## src/rtl/sprite_pkg.sv

```systemverilog
// Shared sprite types and helpers used by sprite_drawer and sprite_frontend.
package sprite_pkg;

  localparam int unsigned H_ACTIVE = 640;
  localparam int unsigned SPRITE_W = 16;
  localparam int unsigned PIX_W    = 8;
  localparam int unsigned FRAME_W  = 8;

  typedef struct packed {
    logic [9:0] col;
    logic       flip;
    logic [7:0] frame;
    logic [3:0] rowoff;
  } job_t;

  typedef enum logic [1:0] {IDLE, FETCH, TAIL} state_t;

  // Pattern ROM address of pixel x of a sprite row; mirroring reverses x.
  function automatic logic [FRAME_W+7:0] rom_addr_f(input logic [7:0] frame,
                                                    input logic [3:0] row,
                                                    input logic [3:0] x,
                                                    input logic       flip);
    return {frame, row, (flip ? (4'd15 - x) : x)};
  endfunction

endpackage

```

## src/rtl/sprite_drawer_if.sv

```systemverilog
// Job handshake between sprite_frontend (master) and sprite_drawer (slave).
interface sprite_drawer_if #(
  parameter int unsigned FRAME_W = 8
);
  logic               start_row;
  logic               draw_req;
  logic [9:0]         col_base;
  logic               flip;
  logic [FRAME_W-1:0] frame_id;
  logic [3:0]         row_off;
  logic               draw_done;
  logic               req_err;

  modport master (
    output start_row, draw_req, col_base, flip, frame_id, row_off,
    input  draw_done, req_err
  );

  modport slave (
    input  start_row, draw_req, col_base, flip, frame_id, row_off,
    output draw_done, req_err
  );
endinterface

```

## src/rtl/sprite_drawer.sv

```systemverilog
// Fetches one 16-pixel sprite row from the pattern ROM and writes the opaque,
// on-screen pixels into the scanline buffer through a 2-stage pipe.
module sprite_drawer
  import sprite_pkg::*;
#(
  parameter int unsigned H_ACTIVE = 640,
  parameter int unsigned PIX_W    = 8,
  parameter int unsigned FRAME_W  = 8
) (
  input  logic               clk,
  input  logic               reset,
  sprite_drawer_if.slave     job,
  output logic [FRAME_W+7:0] rom_addr,
  input  logic [PIX_W-1:0]   rom_data,
  output logic               lb_we,
  output logic [9:0]         lb_addr,
  output logic [PIX_W-1:0]   lb_data
);

  state_t             state_q;
  job_t               job_q;
  logic [3:0]         x_q;
  logic               p0_v_q, p1_v_q;
  logic [3:0]         p0_x_q, p1_x_q;
  logic [FRAME_W+7:0] rom_addr_q;
  logic               lb_we_q;
  logic [9:0]         lb_addr_q;
  logic [PIX_W-1:0]   lb_data_q;
  logic               done_q;
  logic               err_q;
  logic [10:0]        col_d;

  // 11-bit column so sprites hanging off the right edge never wrap to column 0.
  always_comb begin
    col_d = {1'b0, job_q.col} + {7'd0, p1_x_q};
  end

  always_ff @(posedge clk or posedge reset) begin
    if (reset) begin
      state_q    <= IDLE;
      job_q      <= '0;
      x_q        <= '0;
      p0_v_q     <= 1'b0;
      p0_x_q     <= '0;
      p1_v_q     <= 1'b0;
      p1_x_q     <= '0;
      rom_addr_q <= '0;
      lb_we_q    <= 1'b0;
      lb_addr_q  <= '0;
      lb_data_q  <= '0;
      done_q     <= 1'b1;
      err_q      <= 1'b0;
    end else if (job.start_row) begin
      state_q <= IDLE;
      x_q     <= '0;
      p0_v_q  <= 1'b0;
      p1_v_q  <= 1'b0;
      lb_we_q <= 1'b0;
      done_q  <= 1'b1;
      err_q   <= 1'b0;
    end else begin
      p1_v_q  <= p0_v_q;
      p1_x_q  <= p0_x_q;
      lb_we_q <= p1_v_q && (rom_data != '0) && (col_d < 11'(H_ACTIVE));
      if (p1_v_q) begin
        lb_addr_q <= col_d[9:0];
        lb_data_q <= rom_data;
      end
      if (job.draw_req && (state_q != IDLE)) begin
        err_q <= 1'b1;
      end

      case (state_q)
        IDLE: begin
          p0_v_q <= 1'b0;
          if (job.draw_req) begin
            job_q      <= '{col: job.col_base, flip: job.flip,
                            frame: job.frame_id, rowoff: job.row_off};
            rom_addr_q <= rom_addr_f(job.frame_id, job.row_off, 4'd0, job.flip);
            p0_v_q     <= 1'b1;
            p0_x_q     <= 4'd0;
            x_q        <= 4'd1;
            done_q     <= 1'b0;
            state_q    <= FETCH;
          end
        end
        FETCH: begin
          rom_addr_q <= rom_addr_f(job_q.frame, job_q.rowoff, x_q, job_q.flip);
          p0_v_q     <= 1'b1;
          p0_x_q     <= x_q;
          x_q        <= x_q + 4'd1;
          if (x_q == 4'd15) begin
            state_q <= TAIL;
          end
        end
        TAIL: begin
          p0_v_q <= 1'b0;
          // Ready again on the same edge that registers pixel 15's write.
          if (p1_v_q && (p1_x_q == 4'd15)) begin
            done_q  <= 1'b1;
            state_q <= IDLE;
          end
        end
        default: state_q <= IDLE;
      endcase
    end
  end

  assign rom_addr      = rom_addr_q;
  assign lb_we         = lb_we_q;
  assign lb_addr       = lb_addr_q;
  assign lb_data       = lb_data_q;
  assign job.draw_done = done_q;
  assign job.req_err   = err_q;

endmodule

```

## src/flat_wrapper.sv

```systemverilog
// flat-port wrapper written by rule: the top's interface ports become plain ports
module sprite_drawer_flat import sprite_pkg::*;
#(
  parameter int unsigned H_ACTIVE = 640,
  parameter int unsigned PIX_W    = 8,
  parameter int unsigned FRAME_W  = 8
)
  (clk, reset, rom_addr, rom_data, lb_we, lb_addr, lb_data, job_start_row, job_draw_req, job_col_base, job_flip, job_frame_id, job_row_off, job_draw_done, job_req_err);
  sprite_drawer_if #(.FRAME_W(FRAME_W)) job_i ();
  input  logic clk;
  input  logic reset;
  output logic [FRAME_W+7:0] rom_addr;
  input  logic [PIX_W-1:0] rom_data;
  output logic lb_we;
  output logic [9:0] lb_addr;
  output logic [PIX_W-1:0] lb_data;
  input wire logic [$bits(job_i.start_row)-1:0] job_start_row;
  input wire logic [$bits(job_i.draw_req)-1:0] job_draw_req;
  input wire logic [$bits(job_i.col_base)-1:0] job_col_base;
  input wire logic [$bits(job_i.flip)-1:0] job_flip;
  input wire logic [$bits(job_i.frame_id)-1:0] job_frame_id;
  input wire logic [$bits(job_i.row_off)-1:0] job_row_off;
  output wire logic [$bits(job_i.draw_done)-1:0] job_draw_done;
  output wire logic [$bits(job_i.req_err)-1:0] job_req_err;
  assign job_i.start_row = job_start_row;
  assign job_i.draw_req = job_draw_req;
  assign job_i.col_base = job_col_base;
  assign job_i.flip = job_flip;
  assign job_i.frame_id = job_frame_id;
  assign job_i.row_off = job_row_off;
  assign job_draw_done = job_i.draw_done;
  assign job_req_err = job_i.req_err;
  sprite_drawer #(.H_ACTIVE(H_ACTIVE), .PIX_W(PIX_W), .FRAME_W(FRAME_W)) u_core (.clk(clk), .reset(reset), .job(job_i), .rom_addr(rom_addr), .rom_data(rom_data), .lb_we(lb_we), .lb_addr(lb_addr), .lb_data(lb_data));
endmodule
```

## config.mk

```make
export PLATFORM = sky130hd
export DESIGN_NAME = sprite_drawer_flat
export DESIGN_NICKNAME = d
export VERILOG_FILES = /design/src/rtl/sprite_pkg.sv /design/src/rtl/sprite_drawer_if.sv /design/src/rtl/sprite_drawer.sv /design/src/flat_wrapper.sv
export SDC_FILE = /design/constraint.sdc
export NUM_CORES = 1
export LEC_CHECK = 0
export BUFFER_PORTS_ARGS = -buffer_cell sky130_fd_sc_hd__buf_2
export CAP_MARGIN = 20
export CORE_UTILIZATION = 40
export DETAILED_ROUTE_END_ITERATION = 12
export HOLD_SLACK_MARGIN = 0.02
export PLACE_DENSITY = 0.64
export SLEW_MARGIN = 20
export SYNTH_ARGS = -nofsm -noshare
export SYNTH_HDL_FRONTEND = slang
export SYNTH_SLANG_ARGS = --single-unit
```

## constraint.sdc

```tcl
create_clock -name clk -period 2.45 [get_ports clk]
set_input_delay 0.1225 -clock clk [delete_from_list [all_inputs] [get_ports clk]]
set_output_delay 0.1225 -clock clk [all_outputs]
set_load 0.05 [all_outputs]
```

==> impl_results.md, run 1 <==
* Period utilization at 0.849
* Main flop type after synthesis: dfrtp_1
* Slowest CP cell: fa_1
* Final Setup Violations at 0
* Data arrival time of the worst path at 2.28 ns
* Initial antenna violation count at 0
* Count of final max-slew check failures at 0
* Sequential area share after synthesis at 0.548
* Hold Crit Class: in2reg
* WP data required at 2.65 ns
* DR vias/cell at 4.92
* Fmax at 480 MHz
* CP peak stage delay at 0.38 ns
* Pwr Density at about 1200 mW/mm²
* Post-CTS sizing at 0
* Fin crit period at around 2.1 ns
* Fin nets at 435
* Post-synth EDFFs at 0
* Warnings, synthesis at 0
* Port buffer count at a little over 70
* Max H-tree Level at 3
* Sequential cell area at 0.00190 mm²
* DR pass1 iterations at 4
* Logic gate share of total power at 0.452
* Post-DP Area at approximately 0.004 mm²
* Placement row count at 33
* CTS tree: done
* Layout area overhead at 25.1%
* Startpoint Class: flop
* Routability Congestion at between 0.7 and 0.8
* Iter 0 DRT Violations at 78
* Fill cells at 749
* CP Cell Sequence: ha_1, inv_1, fa_1, nand2b_1, a21oi_1, and3_1, xnor2_1, o21ai_0
* Sequential power share at 0.375
* Synth cell count leaders: 75 x dfrtp_1, 36 x mux2_2, 32 x nand2_1, 22 x o21ai_0
* DP HPWL at 4620 µm
* Initial Util at 0.418
* Fin. Hold Viols at 0
* Fin util at 0.523
* Clock tree sinks at 76
* Sw frac at 0.443
* Reg2reg path depth at 8
* Setup repair bufs after CTS at 0
* # DRC at 0
* Clock Skews at 0.0101 ns
* Die area at between 0.009 and 0.01 mm²
* Worst-margin pin slew at roughly 0.67 ns
* Max VDD drop at between 0.0006 and 0.0007 V
* Setup crit start: u_core.p1_x_q[0]
* Status: finished, final reports clean
* Synth unique cells at 44
* Syn Area/Cell at 11.8 µm²
* First-pass GRT wire length at between 10000 and 15000 µm
* Gr ovfl total at 0
* Worst skew pair latency at 0.34 ns
* Vias at 2461
* Setup CP Type: reg2reg
* Syn_nets at between 300 and 400
* Clock share of power at 0.173
* Post-Route WL at 6730 µm
* Design Area, Final at 0.00434 mm²
* Setup crit end kind: flop
* R2r setup slk at 0.37 ns
* Critical path destination: u_core.lb_addr[6]
* Die extent in y at 95.2 µm
* Maxcap violations at 0
* Worst R2R Start: u_core.p1_x_q[0]
* Reg-to-Reg End: u_core.lb_addr[6]
* Vias in the first global route at around 2400
* Largest net degree at the start of global routing at 38
* Root buffer cell: clkbuf_8
* Cell Area, Synth at 0.00347 mm²
* Leakage power at 2.07 nW
* CTS clk-pin slew, worst paths at 0.07 ns
* Total GRT Usage at 0.158
* RSZ-0062 raised after global routing: false
* I/O pins at 72
* Maximum clock path buffer count at 2
* Count leader, synth: dfrtp_1
* Post-synth top area share at 0.541
* Final TNS setup at 0 ns
* Share of post-route cells with drive strength above 1 at 0.347
* Int Pwr at between 0.003 and 0.004 W
* Post-synth ARST share at 1.00
* Syn Inst Count at 294
* Average wire per standard cell at 13.5 µm
* CTS hold repair buffers at 22
* Max-Slew Margin vs Limit at 0.553
* Number of diodes at 0
* Core region area at 0.00830 mm²
* Die X at 95.2 µm
* Setup WS post-layout at 0.369 ns
* Yosys reg bits at 76
* Total CTS buffers at 9
* Post-place setup slack at 0.351 ns
* Post-DRT Antenna Nets at 0
* Sw Pwr at 0.00240 W
* Synth area leaders: dfrtp_1 54%, mux2_2 12%, mux2i_1 3.5%
* Top cell type by total area after synthesis: dfrtp_1
* CP Max Fanout at 4
* Area used by multi-input combinational logic at approximately 0.0014 mm²
critical path, delay by kind of cell (launching register included):
kind / cells / cell delay [ns]
buffers and inverters: 1 / 0.07
XOR/XNOR: 1 / 0.11
AND/OR/NAND/NOR: 2 / 0.40
adder cells (fa/ha/maj): 2 / 0.60
AO/OA/AOI/OAI: 2 / 0.40
flip-flops: 1 / 0.37
through the flow:
stage               hold slack [ns]  power [W]  std cells
CTS                          0.0206    0.00547        498
finish                       0.0441    0.00541        500
floorplan                     0.272    0.00397        294
detailed placement            0.261    0.00449        460
global placement              0.255    0.00444        460
global route                 0.0249    0.00576        500
power groups by stage:
stage / logic [W] / clock network [W] / registers [W]
floorplan: 0.000974 / 0 / 0.00299
global placement: 0.00241 / 0 / 0.00203
detailed placement: 0.00244 / 0 / 0.00205
CTS: 0.00247 / 0.000975 / 0.00203
global route: 0.00264 / 0.00103 / 0.00210
finish: 0.00245 / 0.000934 / 0.00203
layer usage:
| metal | track usage | part of all wire |
|---|---|---|
| met3 | 0.0439 | 0.049 |
| met2 | 0.266 | 0.47 |
| met5 | 0 | 0 |
| met1 | 0.198 | 0.47 |
| met4 | 0.0455 | 0.0091 |
flip-flops by register name, indices dropped and copies added (netlist names):
name / flops
u_core.job.draw_done: 1
u_core.job.req_err: 1
u_core.job_q: 23
u_core.lb_addr: 10
u_core.lb_data: 8
u_core.lb_we: 1
u_core.p0_v_q: 1
u_core.p0_x_q: 4
u_core.p1_v_q: 1
u_core.p1_x_q: 4
u_core.rom_addr: 16
u_core.state_q: 2
u_core.x_q: 4
layout make-up:
| class | instances | area share |
|---|---|---|
| Sequential cell | 76 | 0.438 |
| Multi-Input combinational cell | 194 | 0.333 |
| Timing Repair Buffer | 100 | 0.146 |
| Clock buffer | 12 | 0.0334 |
| Tap cell | 105 | 0.0303 |
| Clock inverter | 4 | 0.0112 |
| Inverter | 9 | 0.00778 |
worst min-delay path by stage:
| stage | depth (start not counted) | from | slack, ns | to |
|---|---|---|---|---|
| floorplan | 2 | job_draw_req | 0.27 | u_core.job.req_err |
| global placement | 2 | reset | 0.26 | u_core.job_q[17] |
| detailed placement | 2 | reset | 0.26 | u_core.job_q[17] |
| CTS | 2 | rom_data[6] | 0.02 | u_core.lb_data[6] |
| global route | 2 | job_frame_id[1] | 0.02 | u_core.job_q[5] |
| finish | 2 | job_frame_id[1] | 0.04 | u_core.job_q[5] |
cells in the final DEF, fill, tap and decap left out, types with 8 or more instances in the layout:
master / instances
dfrtp_1: 75
buf_2: 71
mux2_2: 36
nand2_1: 32
dlygate4sd3_1: 24
o21ai_0: 22
nor2_1: 12
mux2i_1: 12
clkbuf_8: 10
ha_1: 9
inv_1: 8
cells by family (layout without fill, tap and decap cells):
family | after synthesis | in the layout | share of synthesized area
AO/OA/AOI/OAI | 62 | 62 | 0.117
AND/OR/NAND/NOR | 63 | 63 | 0.0826
XOR/XNOR | 11 | 11 | 0.0278
adder cells (fa/ha/maj) | 10 | 10 | 0.0382
flip-flops | 76 | 76 | 0.548
multiplexers | 48 | 48 | 0.151
buffers and inverters | 24 | 125 | 0.0350
Power figures use the tool's default switching activity.
==> run 2: changes to the inputs <==
--- a/config.mk
+++ b/config.mk
@@ -10,7 +10,7 @@
 export CORE_UTILIZATION = 40
 export DETAILED_ROUTE_END_ITERATION = 12
 export HOLD_SLACK_MARGIN = 0.02
-export PLACE_DENSITY = 0.64
+export PLACE_DENSITY = 0.67
 export SLEW_MARGIN = 20
 export SYNTH_ARGS = -nofsm -noshare
 export SYNTH_HDL_FRONTEND = slang
==> constraint.sdc (replaced) <==
create_clock -name clk -period 1.7 [get_ports clk]
set_input_delay 0.085 -clock clk [delete_from_list [all_inputs] [get_ports clk]]
set_output_delay 0.085 -clock clk [all_outputs]
set_load 0.05 [all_outputs]
==> run 2 against run 1 <==
Effect of this change:
- the flow now finishes with violations (setup timing)
- setup slack worse by 0.42 ns
- hold slack better by 0.058 ns
- maximum frequency is 19% higher
- clock power is 24% higher
- die area stayed put
- via count is 5.5% higher
- routed wire length is 7.7% higher
- sequential share of layout area is 3.1 points lower
- power is 47% higher
==> impl_results.md, run 2 (synthesis results as in run 1) <==
* Status: finished with violations (was finished, final reports clean)
* Failing checks: setup timing
* Routability Congestion at 0.801 (was 0.797)
* CP Cell Sequence: ha_2, inv_2, fa_2, nand2b_4, and4bb_2, a31o_2, o31ai_2, a221oi_2 (was ha_1, inv_1, fa_1, nand2b_1, a21oi_1, and3_1, xnor2_1, o21ai_0)
* Die extent in y at 95.2 µm (unchanged)
* Largest net degree at the start of global routing at 77 (was 38)
* HP Start: job_start_row (was job_frame_id[1])
* Hold Crit Class: in2reg (unchanged)
* Final TNS setup at -0.0810 ns (was 0 ns)
* Max VDD drop at 0.000847 V (was 0.000659 V)
* Logic gate share of total power at 0.485 (was 0.452)
* Vias in the first global route at 2699 (was 2365)
* CP peak stage delay at 0.35 ns (was 0.38 ns)
* Number of diodes at 0 (unchanged)
* Fin nets at 465 (was 435)
* Maxcap violations at 0 (unchanged)
* Pwr Density at 1700 mW/mm² (was 1250 mW/mm²)
* Startpoint Class: flop (unchanged)
* Worst skew pair latency at 0.34 ns (about the same)
* RSZ-0062 raised after global routing: true (was false)
* Sw Pwr at 0.00356 W (was 0.00240 W)
* Reg with most FFs: u_core.job_q (unchanged)
* Setup WS post-layout at -0.0538 ns (was 0.369 ns)
* Gr ovfl total at 0 (unchanged)
* Sequential power share at 0.369 (was 0.375)
* Maximum clock path buffer count at 2 (unchanged)
* Max FFs per register at 23 (unchanged)
* Die area at 0.00905 mm² (unchanged)
* DP HPWL at 4750 µm (was 4620 µm)
* Core region area at 0.00830 mm² (unchanged)
* Most common cell after layout, fill and taps aside: dfrtp_1 (unchanged)
* Placement row count at 33 (unchanged)
* Count of final max-slew check failures at 0 (unchanged)
* Vias at 2596 (was 2461)
* Fill cells at 713 (was 749)
* R2r setup slk at -0.05 ns (was 0.37 ns)
* Leakage power at 2.22 nW (was 2.07 nW)
* Dpl cells at 478 (was 460)
* Fin crit period at 1.75 ns (was 2.08 ns)
* Sw frac at 0.447 (was 0.443)
* Die X at 95.2 µm (unchanged)
* I/O pins at 72 (unchanged)
* Hold Path Cell Cnt at 3 (was 2)
* Slowest CP cell: dfrtp_1 (was fa_1)
* Share of post-route cells with drive strength above 1 at 0.400 (was 0.347)
* Design Area, Final at 0.00467 mm² (was 0.00434 mm²)
* Hold slack at 0.102 ns (was 0.0441 ns)
* Post-DRT Antenna Nets at 0 (unchanged)
* Post-Route WL at 7240 µm (was 6730 µm)
* Total GRT Usage at 0.175 (was 0.158)
* Max-Slew Margin vs Limit at 0.694 (was 0.553)
* First-pass GRT wire length at 12100 µm (was 11000 µm)
* Reg2reg path depth at 8 (unchanged)
* Worst R2R Start: u_core.p1_x_q[0] (unchanged)
* Fin. Hold Viols at 0 (unchanged)
* Setup CP Type: reg2reg (unchanged)
* Number of cells on the critical path at 8 (unchanged)
* Max H-tree Level at 3 (unchanged)
* Fmax at 570 MHz (was 480 MHz)
* WP data required at 1.91 ns (was 2.65 ns)
* Hold Path Sink: u_core.job.draw_done (was u_core.job_q[5])
* CP Max Fanout at 2 (was 4)
* Clock Skews at 0.00927 ns (was 0.0101 ns)
* DR vias/cell at 4.92 (about the same)
* Initial antenna violation count at 0 (unchanged)
* Clock tree sinks at 76 (unchanged)
* CTS clk-pin slew, worst paths at 0.08 ns (was 0.07 ns)
* Total CTS buffers at 9 (unchanged)
* Layout area overhead at 34.5% (was 25.1%)
* # DRC at 0 (unchanged)
* Average wire per standard cell at 13.7 µm (was 13.5 µm)
* Iter 0 DRT Violations at 80 (was 78)
* Most frequent cells in the layout: 75 x dfrtp_1, 71 x buf_2, 36 x mux2_2, 33 x dlygate4sd3_1, 32 x nand2_1 (was 75 x dfrtp_1, 71 x buf_2, 36 x mux2_2, 32 x nand2_1, 24 x dlygate4sd3_1)
* Initial Util at 0.418 (unchanged)
* Root buffer cell: clkbuf_8 (unchanged)
* Int Pwr at 0.00440 W (was 0.00301 W)
* Data arrival time of the worst path at 1.96 ns (was 2.28 ns)
* Buf/Inv on CP at 1 (unchanged)
* DR pass1 iterations at 4 (unchanged)
* Clock share of power at 0.146 (was 0.173)
* CTS tree: done (unchanged)
* Setup crit end kind: flop (unchanged)
* Reg-to-Reg End: u_core.lb_we (was u_core.lb_addr[6])
* Period utilization at 1.03 (was 0.849)
* Final Setup Violations at 2 (was 0)
* Crit path max-delay family: adder cells (unchanged)
* Worst-margin pin slew at 0.456 ns (was 0.669 ns)
* Non-filler instance count after layout at 528 (was 500)
* Port buffer count at 71 (unchanged)
* Post-DP Area at 0.00412 mm² (was 0.00391 mm²)
run 2: changes by cell type in the layout (fill, tap and decap cells not counted), moves of 2 or more:
cell,change
o21ai_1,+3
xnor2_1,-2
buf_6,+2
a21oi_1,-2
buf_4,+16
dlygate4sd3_1,+9
ha_2,+2
ha_1,-3
xnor2_2,+2
buf_12,+3
o21ai_0,-3
run 2: cell type report:
class	instances	area, µm²	area share
flip-flops and latches	76	1900	0.408
clock inverters	3	15.0	0.00322
inverters	9	37.5	0.00804
well taps	105	131	0.0281
clock buffers	11	141	0.0303
multi-input cells	194	1510	0.324
repair buffers	130	926	0.198
run 2: worst max-delay path by stage:
stage | start | to | slack (ns)
detailed placement | u_core.p1_x_q[0] | u_core.lb_addr[6] | -0.12
global placement | u_core.p1_x_q[0] | u_core.lb_addr[6] | -0.04
floorplan | u_core.p1_x_q[0] | u_core.lb_we | -0.05
finish | u_core.p1_x_q[0] | u_core.lb_we | -0.05
global route | u_core.p1_x_q[0] | u_core.lb_we | -0.12
CTS | u_core.p1_x_q[0] | u_core.lb_we | -0.06
run 2: tightest hold or removal path, delay by kind of cell:
kind	cells	cell delay (ns)
buffers and inverters	1	0.17
and+or+nand+nor	1	0.11
AOI/OAI and AO/OA	1	0.07
run 2: what timing repair did:
action / 4_1_cts / 5_1_grt
endpoints found under the hold margin: 107 / 0
resized for setup: 1 / 9
setup endpoints to repair: 4 / 40
hold buffers: 33 / 0
pin swaps: 4 / 3
buffers inserted: 3 / 0
run 2: through the flow:
| step | setup WS [ns] | power (W) | utilization |
|---|---|---|---|
| 2_1_floorplan | -0.0485 | 0.00575 | - |
| 6_report | -0.0538 | 0.00795 | 0.562 |
| 4_1_cts | -0.0623 | 0.00799 | 0.558 |
| 3_5_place_dp | -0.117 | 0.00671 | 0.496 |
| 5_1_grt | -0.125 | 0.00847 | 0.562 |
| 3_3_place_gp | -0.0435 | 0.00661 | 0.496 |
run 2: power groups by stage:
stage	logic [W]	clock network (W)	registers, W
after global placement	0.00369	0	0.00291
after global routing	0.00414	0.00130	0.00303
after CTS	0.00385	0.00123	0.00292
after detailed placement	0.00376	0	0.00295
final	0.00386	0.00116	0.00293
after floorplan	0.00143	0	0.00432
run 2: metal layers:
metal	track usage	wire, µm	vias to the layer above
li1	-	-	1290
met5	0	0	-
met2	0.295	3450	68
met1	0.212	3350	1232
met3	0.0542	382	6
met4	0.0543	57	0
